File: src/rtl/seg_scan_mux_pkg.sv
// Shared types and constants for the 8-digit 7-segment scan multiplexer.
package seg_scan_mux_pkg;

    // Scan FSM states
    typedef enum logic [1:0] {
        S_LOAD  = 2'd0,
        S_BLANK = 2'd1,
        S_SHOW  = 2'd2
    } state_t;

    localparam int unsigned NUM_DIGITS = 8;
    localparam int unsigned NIB_W      = 4;

    // Display dark: all segments and anodes are active-low
    localparam logic [7:0] SEG_OFF = 8'hFF;
    localparam logic [7:0] AN_OFF  = 8'hFF;

    // Hex nibble -> active-low gfedcba
    localparam logic [6:0] HEX7_TAB [0:15] = '{
        7'b1000000, 7'b1111001, 7'b0100100, 7'b0110000,
        7'b0011001, 7'b0010010, 7'b0000010, 7'b1111000,
        7'b0000000, 7'b0010000, 7'b0001000, 7'b0000011,
        7'b1000110, 7'b0100001, 7'b0000110, 7'b0001110
    };

endpackage

File: src/rtl/seg_scan_mux_hex7.sv
// Nibble + decimal point + blank -> active-low segment pattern (combinational).
//  nib    in  4  hex value to display
//  dp     in  1  1 = decimal point lit
//  blank  in  1  1 = all of a..g dark (dp unaffected)
//  seg_c  out 8  {dp, g..a}, active-low
module seg_hex7
    import seg_scan_mux_pkg::*;
(
    input  logic [3:0] nib,
    input  logic       dp,
    input  logic       blank,
    output logic [7:0] seg_c
);

    always_comb begin
        seg_c = {~dp, (blank ? 7'h7F : HEX7_TAB[nib])};
    end

endmodule

File: src/rtl/seg_scan_mux.sv
// Time-multiplexes eight snapshotted hex digits onto a common-anode 7-segment display.
//  clk         system clock
//  rst         synchronous reset, active-high
//  din         eight nibbles, din[3:0] = rightmost digit (an[0])
//  dp_in       decimal point per digit, 1 = lit
//  lz_en       1 = suppress leading zeros
//  an          anode enables, active-low, one-cold or all high
//  seg         {dp, g..a}, active-low
//  cur_digit   digit index occupying the current slot
//  frame_done  one-cycle pulse in the S_LOAD cycle after a completed frame
module seg_scan_mux
    import seg_scan_mux_pkg::*;
#(
    parameter int unsigned SHOW_CYC  = 100000,
    parameter int unsigned BLANK_CYC = 1000
) (
    input  logic        clk,
    input  logic        rst,
    input  logic [31:0] din,
    input  logic [7:0]  dp_in,
    input  logic        lz_en,
    output logic [7:0]  an,
    output logic [7:0]  seg,
    output logic [2:0]  cur_digit,
    output logic        frame_done
);

    localparam int unsigned MAX_CYC = (SHOW_CYC > BLANK_CYC) ? SHOW_CYC : BLANK_CYC;
    localparam int unsigned CNT_W   = $clog2(MAX_CYC + 1);
    localparam logic [CNT_W-1:0] SHOW_LAST  = CNT_W'(SHOW_CYC - 1);
    localparam logic [CNT_W-1:0] BLANK_LAST = CNT_W'((BLANK_CYC > 0) ? BLANK_CYC - 1 : 0);

    state_t             state;
    logic [CNT_W-1:0]   cnt;
    logic [31:0]        snap_din;
    logic [7:0]         snap_dp;
    logic               snap_lz;

    logic [31:0]        src_din;
    logic [7:0]         src_dp;
    logic               src_lz;
    logic [7:0]         lz_mask;
    logic [2:0]         nxt_digit;
    logic [7:0]         dec_seg;
    logic [7:0]         dec_an;

    // In S_LOAD the snapshot is being written this edge, so decode from live inputs
    always_comb begin
        src_din = (state == S_LOAD) ? din   : snap_din;
        src_dp  = (state == S_LOAD) ? dp_in : snap_dp;
        src_lz  = (state == S_LOAD) ? lz_en : snap_lz;
    end

    // Digit that will occupy the slot after this edge
    always_comb begin
        nxt_digit = cur_digit;
        case (state)
            S_LOAD:  nxt_digit = 3'd0;
            S_SHOW:  nxt_digit = (cur_digit == 3'd7) ? 3'd0 : cur_digit + 3'd1;
            default: nxt_digit = cur_digit;
        endcase
    end

    // Leading-zero mask: a digit is blank when it and every digit above it is zero
    always_comb begin
        logic all_zero;
        all_zero = 1'b1;
        lz_mask  = '0;
        for (int i = NUM_DIGITS - 1; i >= 1; i--) begin
            all_zero   = all_zero & (src_din[i*NIB_W +: NIB_W] == 4'h0);
            lz_mask[i] = src_lz & all_zero;
        end
    end

    always_comb begin
        dec_an = ~(8'b1 << nxt_digit);
    end

    seg_hex7 u_hex7 (
        .nib   (src_din[{nxt_digit, 2'b00} +: 4]),
        .dp    (src_dp[nxt_digit]),
        .blank (lz_mask[nxt_digit]),
        .seg_c (dec_seg)
    );

    // Scan FSM; an/seg take the value of the state entered on the same edge
    always_ff @(posedge clk) begin
        if (rst) begin
            state      <= S_LOAD;
            cnt        <= '0;
            cur_digit  <= 3'd0;
            an         <= AN_OFF;
            seg        <= SEG_OFF;
            frame_done <= 1'b0;
            snap_din   <= '0;
            snap_dp    <= '0;
            snap_lz    <= 1'b0;
        end else begin
            frame_done <= 1'b0;
            case (state)
                S_LOAD: begin
                    snap_din  <= din;
                    snap_dp   <= dp_in;
                    snap_lz   <= lz_en;
                    cnt       <= '0;
                    cur_digit <= 3'd0;
                    if (BLANK_CYC > 0) begin
                        state <= S_BLANK;
                        an    <= AN_OFF;
                        seg   <= SEG_OFF;
                    end else begin
                        state <= S_SHOW;
                        an    <= dec_an;
                        seg   <= dec_seg;
                    end
                end
                S_BLANK: begin
                    if (cnt == BLANK_LAST) begin
                        state <= S_SHOW;
                        cnt   <= '0;
                        an    <= dec_an;
                        seg   <= dec_seg;
                    end else begin
                        cnt <= cnt + CNT_W'(1);
                    end
                end
                S_SHOW: begin
                    if (cnt == SHOW_LAST) begin
                        cnt <= '0;
                        if (cur_digit == 3'd7) begin
                            state      <= S_LOAD;
                            cur_digit  <= 3'd0;
                            an         <= AN_OFF;
                            seg        <= SEG_OFF;
                            frame_done <= 1'b1;
                        end else begin
                            cur_digit <= nxt_digit;
                            if (BLANK_CYC > 0) begin
                                state <= S_BLANK;
                                an    <= AN_OFF;
                                seg   <= SEG_OFF;
                            end else begin
                                state <= S_SHOW;
                                an    <= dec_an;
                                seg   <= dec_seg;
                            end
                        end
                    end else begin
                        cnt <= cnt + CNT_W'(1);
                    end
                end
                default: begin
                    state <= S_LOAD;
                    cnt   <= '0;
                    an    <= AN_OFF;
                    seg   <= SEG_OFF;
                end
            endcase
        end
    end

endmodule

File: config.mk
export PLATFORM = sky130hd
export DESIGN_NAME = seg_scan_mux
export DESIGN_NICKNAME = d
export VERILOG_FILES = /design/src/rtl/seg_scan_mux_pkg.sv /design/src/rtl/seg_scan_mux_hex7.sv /design/src/rtl/seg_scan_mux.sv
export SDC_FILE = /design/constraint.sdc
export NUM_CORES = 1
export LEC_CHECK = 0
export CAP_MARGIN = 30
export CORE_AREA = 10 10 103 105
export DETAILED_ROUTE_END_ITERATION = 16
export DIE_AREA = 0 0 113 115
export GPL_ROUTABILITY_DRIVEN = 0
export PLACE_DENSITY = 0.75
export SLEW_MARGIN = 20
export SYNTH_ARGS = -nofsm -noshare
export SYNTH_HDL_FRONTEND = slang
export SYNTH_SLANG_ARGS = --single-unit
export TNS_END_PERCENT = 30
File: constraint.sdc
create_clock -name clk -period 6.3 [get_ports clk]
set_input_delay 1.26 -clock clk [delete_from_list [all_inputs] [get_ports clk]]
set_output_delay 1.26 -clock clk [all_outputs]
set_load 0.01 [all_outputs]
==> results.ini, run 1 <==
[run_status]
status=completed

[logic_synthesis]
yosysMostFrequentCell=nor2_1
yosys-top-cells-count=nor2_1, dfxtp_1, mux2i_1, nand2_1
synth_ff_type=dfxtp_1
synth-seq-cells=80
synth_cell_types=60
yosysSeqAreaShare_pct=38.5
synth_top_area_cell=dfxtp_1
synthArstFlopShare_pct=0
yosysTopAreaCellShare_pct=38.5
ys_warn_count=0
synthesis.nets=515
netlist_area_um2=4160
netlist_instances=460
avgSynthCellArea_um2=9.04
synth_edf_count=0
yosys-top-cells-area=dfxtp_1, mux2i_1, nor2_1

[clock_tree]
numCtsBuffers=9
htreeDepth=3
clkTransAtPathRegs_ns=0.08
clock_latency_ns=0.35
cts.repair.resized=0
cts_root_buf=clkbuf_8
hold_buffers=0
cts_setup_buffers=0
clock_path_buffers=2
cts_tree=built
cts_sinks=80

[grt]
grt_use_total_pct=16.1
overflow=0
grt_antenna_before_repair=0
grt_pass1_wl_um=17300
grt_max_degree=77
grt_pass1_vias=3541

[detailed_routing]
drtAntennaViolNets=0
via_per_inst=5.76
wl_per_cell_um=16.7
routed_wl_um=10500
drc=0
dr.pass1.iters=5
drt_iter0_drc=268
vias=3609

[power_and_ir_drop]
power_density_nw_per_um2=398
p_total_mw=2.02
vdd_drop_max_mv=0.213
power_leakage_nw=2.01

[sta]
period_needed_ns=3.78
rsz0062_at_grt=false
final.setup.tns_ns=0
max_freq_ghz=0.265
worst_pin_slew_ns=0.863
final_max_slew_viol_count=0
period_share_pct=60.0
setup_viol=0
skew_ns=0.0105
relSlewSlack_pct=41.9
hold_viol_final=0

[worst_hold_path]
hold_class=register to register

[final_layout]
diodes=0
area_growth_pct=22.0
multiInputGateArea_um2=2390
ff_latch_area_um2=1600
utilization_pct=59.3
fillers=758
final_nets=570
drive_gt1_share_pct=8.29

[setup_path]
cpMostUsedCell=ha_1
end_kind=register
crit_path_max_fanout=15
required_ns=6.59
arrival_ns=4.06
path_class=register to register
startpoint_type=register
path_cells=ha_1 -> ha_1 -> nor3b_4 -> nor2_1 -> mux4_1 -> a221oi_1 -> nor2_1 -> inv_1 -> ha_1 -> or3b_1 -> a31oi_1
cp_slowest_cell=nor2_1
cp_slowest_stage_delay_ns=0.70

[floorplan]
die_h_um=115
start_util_pct=48.6
num_rows=34
die_x_um=113
fp.coreArea_um2=8550
die-area_um2=13000
io_pins=63

[place]
dp_hpwl_um=7710
portBuffers=62

[run]
max_cap_violations=0

## registers in the layout, summed over array words and instances (netlist names)
signal and flops:
state 2, cur_digit 3, snap_din 32, an 8
cnt 17, snap_dp 8, seg 8, frame_done 1
snap_lz 1
## area by class of cell
class / instances / area share (%)
multi-input combinational: 347 / 47.2
sequential: 80 / 31.6
timing repair buffer: 66 / 13.2
tap: 108 / 2.66
clock buffer: 9 / 2.44
clock inverter: 6 / 2.15
inverter: 11 / 0.814
## critical path, delay by kind of cell, from the launching register on
kind | cells | cell delay, ns
DFF | 1 | 0.68
and+or+nand+nor | 4 | 1.31
buffers and inverters | 1 | 0.10
AOI/OAI and AO/OA | 2 | 0.42
adders and majority gates | 3 | 0.75
muxes | 1 | 0.45
## metrics by stage
| stage | cell area, um2 | std cells | setup slack, ns | hold WS (ns) |
|---|---|---|---|---|
| floorplan | 4160 | 460 | 3.41 | 0.418 |
| global placement | 4810 | 611 | 2.66 | 0.430 |
| detailed placement | 4810 | 611 | 2.55 | 0.443 |
| CTS | 5050 | 626 | 2.56 | 0.458 |
| global route | 5070 | 627 | 2.16 | 0.496 |
| finish | 5070 | 627 | 2.52 | 0.454 |
## where the power goes
group,internal (mW),switching [mW]
Clock,0.260,0.183
Combinational,0.417,0.502
Sequential,0.598,0.0569
Total,1.27,0.742
## placed cells by master (no fill, tap or decap), types with 3 or more instances in the layout
| cell type | count |
|---|---|
| a21oi_1 | 16 |
| a221oi_1 | 8 |
| a22oi_1 | 6 |
| a31oi_1 | 5 |
| and2_1 | 4 |
| and3_1 | 5 |
| buf_4 | 3 |
| bufinv_16 | 3 |
| clkbuf_8 | 9 |
| clkdlybuf4s50_1 | 62 |
| dfxtp_1 | 80 |
| ha_1 | 11 |
| inv_1 | 10 |
| mux2_2 | 6 |
| mux2i_1 | 44 |
| mux4_2 | 6 |
| nand2_1 | 32 |
| nand2b_1 | 4 |
| nand3_1 | 8 |
| nand4_1 | 4 |
| nor2_1 | 89 |
| nor2b_1 | 3 |
| nor3_1 | 15 |
| nor4_1 | 7 |
| o21ai_0 | 16 |
| o21ai_1 | 4 |
| xnor2_1 | 5 |
| xor2_1 | 10 |
## worst paths after layout
path | depth (start not counted) | from | end | slack (ns)
setup / recovery | 11 | cur_digit[0] | seg[3] | 2.52
hold / removal | 1 | cnt[0] | cnt[0] | 0.45
setup reg to reg | 11 | cur_digit[0] | seg[3] | 2.52
hold reg to reg | 1 | cnt[0] | cnt[0] | 0.45
## metal layers
metal,vias up,share of wire (%),GRT usage [%]
li1,1756,-,-
met1,1711,44,19.5
met2,128,48,27.4
met3,14,6.6,4.32
met4,0,1.3,4.40
met5,-,0,0
## logic make-up (layout without fill, tap and decap cells)
kind of cell	count (synthesis)	after routing	synth area share, %
muxes	57	57	16.1
buffers and inverters	33	92	4.27
and+or+nand+nor	188	188	21.5
adders and majority gates	12	12	3.61
AOI/OAI and AO/OA	75	75	12.8
xor gates and xnor gates	15	15	3.16
DFF	80	80	38.5
Note: power is estimated with default switching activity, not from simulation.
==> inputs of run 2 (changes only) <==
- CORE_AREA: 10 10 103 105 -> 10 10 104 106
- DIE_AREA: 0 0 113 115 -> 0 0 114 116
- PLACE_DENSITY: 0.75 -> 0.76
- clock period: 6.3 -> 3.3 ns (I/O delays scaled with it)
==> run 2 against run 1 <==
  * Final cell count is 1.9% higher
  * Power up 92%
  * Clock-buffer cell count up 2
  * Sequential share of layout area is 0.39 points lower
  * Critical endpoint is now seg[6]
==> results.ini, run 2 (same netlist as run 1, synthesis figures left out) <==
[run_status]
status=completed  ; unchanged

[floorplan]
die-area_um2=13200  ; was 13,000 um2
fp.coreArea_um2=8680  ; was 8550 um2
die_h_um=116  ; was 115 um
io_pins=63  ; unchanged
num_rows=34  ; unchanged
die_x_um=114  ; was 113 um
start_util_pct=47.9  ; was 48.6%

[detailed_routing]
wl_per_cell_um=16.7  ; about the same
dr.pass1.iters=5  ; unchanged
routed_wl_um=10700  ; was 10,500 um
via_per_inst=5.74  ; was 5.76
vias=3668  ; was 3,609
drc=0  ; unchanged
drtAntennaViolNets=0  ; unchanged
drt_iter0_drc=194  ; was 268

[setup_path]
end_kind=register  ; unchanged
arrival_ns=3.31  ; was 4.06 ns
cp_slowest_stage_delay_ns=0.48  ; was 0.70 ns
cp_slowest_cell=a32oi_2  ; was nor2_1
crit_family=compound AO/OA/AOI/OAI gates  ; was simple AND/OR/NAND/NOR gates
crit_path_max_fanout=12  ; was 15
crit_buf_inv=1  ; unchanged
path_cells=inv_1 -> ha_2 -> or3b_1 -> and2_1 -> a31oi_1 -> o21ai_1 -> a32oi_2 -> nor2_1 -> a221oi_1 -> a21oi_1  ; was ha_1 -> ha_1 -> nor3b_4 -> nor2_1 -> mux4_1 -> a221oi_1 -> nor2_1 -> inv_1 -> ha_1 -> or3b_1 -> a31oi_1
startpoint_type=register  ; unchanged
required_ns=3.53  ; was 6.59 ns
path_class=register to register  ; unchanged

[final_layout]
area_growth_pct=23.5  ; was 22.0%
reg.largest.list=snap_din x32, cnt x17  ; unchanged
final_nets=581  ; was 570
largest_reg_flops=32  ; unchanged
mostFrequentLayoutCells=nor2_1, dfxtp_1, clkdlybuf4s50_1  ; unchanged
largest-register=snap_din  ; unchanged
drive_gt1_share_pct=10.5  ; was 8.29%
final_common_cell=nor2_1  ; unchanged
diodes=0  ; unchanged

[sta]
worst_pin_slew_ns=0.647  ; was 0.863 ns
hold_viol_final=0  ; unchanged
relSlewSlack_pct=56.8  ; was 41.9%
setup_ws_ns=0.222  ; was 2.52 ns
rsz0062_at_grt=false  ; unchanged
setup_viol=0  ; unchanged
final.setup.tns_ns=0  ; unchanged
period_needed_ns=3.08  ; was 3.78 ns
final_max_slew_viol_count=0  ; unchanged
skew_ns=0.00623  ; was 0.0105 ns
max_freq_ghz=0.325  ; was 0.265 GHz
period_share_pct=93.3  ; was 60.0%

[grt]
grt_pass1_vias=3624  ; was 3,541
overflow=0  ; unchanged
grt_pass1_wl_um=17800  ; was 17,300 um
grt_antenna_before_repair=0  ; unchanged
grt_max_degree=47  ; was 77
grt_use_total_pct=16.3  ; was 16.1%

[power_and_ir_drop]
seq_power_share_pct=32.2  ; was 32.4%
sw_frac_of_total_pct=37.3  ; was 36.8%
power_leakage_nw=2.04  ; was 2.01 nW
pwr-share-clk_pct=20.4  ; was 22.0%
internal_power_mw=2.43  ; was 1.27 mW
switching_power_mw=1.44  ; was 0.742 mW
vdd_drop_max_mv=0.350  ; was 0.213 mV
combinationalPowerShare_pct=47.4  ; was 45.6%
power_density_nw_per_um2=754  ; was 398 nW/um2

[clock_tree]
clock_latency_ns=0.35  ; about the same
clock_path_buffers=2  ; unchanged
htreeDepth=3  ; unchanged
hold_buffers=0  ; unchanged
numCtsBuffers=9  ; unchanged
cts_sinks=80  ; unchanged
cts_tree=built  ; unchanged
cts_root_buf=clkbuf_8  ; unchanged
clkTransAtPathRegs_ns=0.08  ; about the same

[place]
place_ws_ns=0.195  ; was 2.55 ns
dp_hpwl_um=8000  ; was 7710 um
portBuffers=62  ; unchanged

[run]
max_cap_violations=0  ; unchanged

[worst_hold_path]
hold_class=register to register  ; unchanged

-- run 2: changes by cell type in the layout (fill, tap and decap cells not counted), sizes merged --
cell      delta
clkbuf       +2
bufinv       -1
buf         +11
clkinv       -2
clkinvlp     +2
-- run 2: layout make-up --
class	count	area (um2)
inverter	11	41.3
clock buffer	11	141
fill	761	3540
timing repair buffer	77	737
tap	108	135
multi-input combinational	347	2400
clock inverter	5	80.1
sequential	80	1600
-- run 2: worst paths after layout --
path | slack [ns] | cells past startpoint | from | to
worst max-delay path | 0.22 | 10 | state[0] | seg[6]
worst min-delay path | 0.46 | 1 | cnt[0] | cnt[0]
worst min register to register | 0.46 | 1 | cnt[0] | cnt[0]
worst max register to register | 0.22 | 10 | state[0] | seg[6]
-- run 2: power groups by stage --
stage	registers [mW]	clock network, mW	logic (mW)
floorplan	1.26	0	1.33
global placement	1.26	0	1.75
detailed placement	1.26	0	1.79
CTS	1.24	0.809	1.80
global route	1.27	0.861	2.00
finish	1.25	0.791	1.83
-- run 2: metal layers --
metal  GRT usage (%)  part of all wire (%)  wire length (um)
met1            20.2                    44              4740
met2            26.6                    48              5090
met3            5.43                   6.1               653
met4            4.51                   1.9               202
met5               0                     0                 0
-- run 2: timing repair --
action,4_1_cts,5_1_grt
setup endpoints to repair,0,7
buffers inserted,0,1
resized for setup,0,2
hold endpoints to repair,0,0
-- run 2: metrics by stage --
step	instance area [um2]	power (mW)	instances	utilization [%]	hold slack, ns
final	5140	3.87	639	59.2	0.455
after global routing	5140	4.13	639	59.2	0.475
after CTS	5120	3.85	638	59.0	0.462
after detailed placement	4900	3.05	622	56.4	0.450
after global placement	4900	3.01	622	56.4	0.430
after floorplan	4160	2.59	460	-	0.418
==> inputs of run 3 (changes only) <==
- CORE_AREA: 10 10 104 106 -> 10 10 89 123
- DIE_AREA: 0 0 114 116 -> 0 0 99 133
- PLACE_DENSITY: 0.76 -> 0.77
==> run 3 against run 2 <==
  * Power grew 7.0%
  * Global-route usage grew 0.62 points
  * Maximum frequency grew 0.20%
  * Setup slack gained 0.0062 ns
  * Critical path type unchanged
  * Largest power group unchanged
  * Highest routed layer unchanged
==> results.ini, run 3 (same netlist as run 1, synthesis figures left out) <==
[clock_tree]
clkTransAtPathRegs_ns=0.06  ; was 0.08 ns
cts_setup_buffers=0  ; unchanged
cts_sinks=80  ; unchanged
clock_latency_ns=0.34  ; was 0.35 ns
numCtsBuffers=9  ; unchanged
clock_path_buffers=2  ; unchanged
htreeDepth=3  ; unchanged
cts_root_buf=clkbuf_16  ; was clkbuf_8
cts_tree=built  ; unchanged

[detailed_routing]
drtAntennaViolNets=0  ; unchanged
wl_per_cell_um=17.9  ; was 16.7 um
drc=0  ; unchanged
drt_iter0_drc=166  ; was 194
vias=3641  ; was 3,668
routed_wl_um=11300  ; was 10,700 um
via_per_inst=5.74  ; about the same
dr.pass1.iters=5  ; unchanged

[setup_path]
path_cells=inv_1 -> ha_1 -> or3b_1 -> mux2_2 -> o21ai_0 -> a221oi_1 -> nor2_2 -> inv_1 -> ha_1 -> a221oi_2 -> nor2_1  ; was inv_1 -> ha_2 -> or3b_1 -> and2_1 -> a31oi_1 -> o21ai_1 -> a32oi_2 -> nor2_1 -> a221oi_1 -> a21oi_1
path_class=register to register  ; unchanged
required_ns=3.53  ; about the same
crit_family=simple AND/OR/NAND/NOR gates  ; was compound AO/OA/AOI/OAI gates
arrival_ns=3.30  ; was 3.31 ns
crit_path_max_fanout=6  ; was 12
crit_buf_inv=2  ; was 1
cp_slowest_cell=or3b_1  ; was a32oi_2
end_kind=register  ; unchanged
cp_slowest_stage_delay_ns=0.46  ; was 0.48 ns
startpoint_type=register  ; unchanged

[place]
dp_hpwl_um=8300  ; was 8000 um
portBuffers=62  ; unchanged
dp.cells=618  ; was 622
place_ws_ns=0.175  ; was 0.195 ns

[final_layout]
area_growth_pct=26.0  ; was 23.5%
diodes=0  ; unchanged
mostFrequentLayoutCells=nor2_1, dfxtp_1, clkdlybuf4s50_1  ; unchanged
largest_reg_flops=32  ; unchanged
final_common_cell=nor2_1  ; unchanged
largest-register=snap_din  ; unchanged
drive_gt1_share_pct=10.4  ; was 10.5%
finalNonFillerCells=634  ; was 639
utilization_pct=59.7  ; was 59.2%
final_nets=577  ; was 581
reg.largest.list=snap_din x32, cnt x17  ; unchanged

[sta]
skew_ns=0.00888  ; was 0.00623 ns
setup_viol=0  ; unchanged
max_freq_ghz=0.326  ; was 0.325 GHz
hold_viol_final=0  ; unchanged
relSlewSlack_pct=57.5  ; was 56.8%
worst_pin_slew_ns=0.636  ; was 0.647 ns
period_share_pct=93.1  ; was 93.3%
setup_ws_ns=0.228  ; was 0.222 ns
final_max_slew_viol_count=0  ; unchanged
period_needed_ns=3.07  ; was 3.08 ns

[power_and_ir_drop]
power_density_nw_per_um2=790  ; was 754 nW/um2
power_leakage_nw=2.08  ; was 2.04 nW
vdd_drop_max_mv=0.443  ; was 0.350 mV

[floorplan]
io_pins=63  ; unchanged
fp.coreArea_um2=8770  ; was 8680 um2
die-area_um2=13200  ; about the same
die_h_um=133  ; was 116 um
die_x_um=99  ; was 114 um
num_rows=41  ; was 34
start_util_pct=47.4  ; was 47.9%

[grt]
grt_antenna_before_repair=0  ; unchanged
grt_pass1_wl_um=18300  ; was 17,800 um
grt_use_total_pct=17.0  ; was 16.3%
grt_max_degree=47  ; unchanged
overflow=0  ; unchanged
grt_pass1_vias=3723  ; was 3,624

[worst_hold_path]
hold_class=register to register  ; unchanged

[run]
max_cap_violations=0  ; unchanged

[run_status]
status=completed  ; unchanged

run 3: cell count changes in the layout (fill, tap and decap cells not counted), moves of 2 or more:
cell	before	now
clkbuf_8	10	2
clkbuf_16	0	9
buf_12	0	2
buf_4	14	9
run 3: cell type report:
cell class,count,area [um2]
Clock buffer,11,253
Sequential cell,80,1600
Inverter,11,41.3
Timing Repair Buffer,73,728
Clock inverter,5,62.6
Fill cell,735,3530
Multi-Input combinational cell,347,2420
Tap cell,107,134
run 3: final timing paths:
check | start | end | slack, ns | cells after the start
hold reg to reg | cnt[0] | cnt[0] | 0.45 | 1
setup / recovery | state[0] | seg[1] | 0.23 | 11
setup reg to reg | state[0] | seg[1] | 0.23 | 11
hold / removal | cnt[0] | cnt[0] | 0.45 | 1
run 3: routing by layer:
layer,vias to the layer above,GRT usage [%],share of wire (%)
li1,1762,-,-
met1,1753,17.0,37
met2,96,29.9,53
met3,30,5.00,6.0
met4,0,9.90,3.7
met5,-,0,0
run 3: where the power goes:
part | total [mW] | leakage, nW | switching (mW) | internal (mW)
logic | 1.86 | 1.28 | 1.02 | 0.847
registers | 1.25 | 0.656 | 0.105 | 1.14
clock network | 1.03 | 0.148 | 0.400 | 0.630
run 3: worst register-to-register path: cells and delay by family (launching register included):
family | cells | cell delay, ns
AO/OA/AOI/OAI | 3 | 0.57
adder cells (fa/ha/maj) | 2 | 0.62
buffers and inverters | 2 | 0.24
flip-flops | 1 | 0.40
multiplexers | 1 | 0.35
AND/OR/NAND/NOR | 3 | 0.79
run 3: through the flow:
stage | hold WS [ns] | instance area, um2 | setup TNS [ns] | power, mW
finish | 0.446 | 5240 | 0 | 4.14
global route | 0.471 | 5240 | -0.0934 | 4.37
floorplan | 0.418 | 4160 | 0 | 2.59
detailed placement | 0.443 | 4900 | 0 | 3.06
global placement | 0.428 | 4900 | 0 | 3.01
CTS | 0.454 | 5210 | 0 | 4.11
run 3: what timing repair did:
| action | 4_1_cts | 5_1_grt |
|---|---|---|
| gates resized for setup | 0 | 5 |
| endpoints found under the setup margin | 0 | 7 |
| hold endpoints to repair | 0 | 0 |
| hold buffers | 0 | 0 |
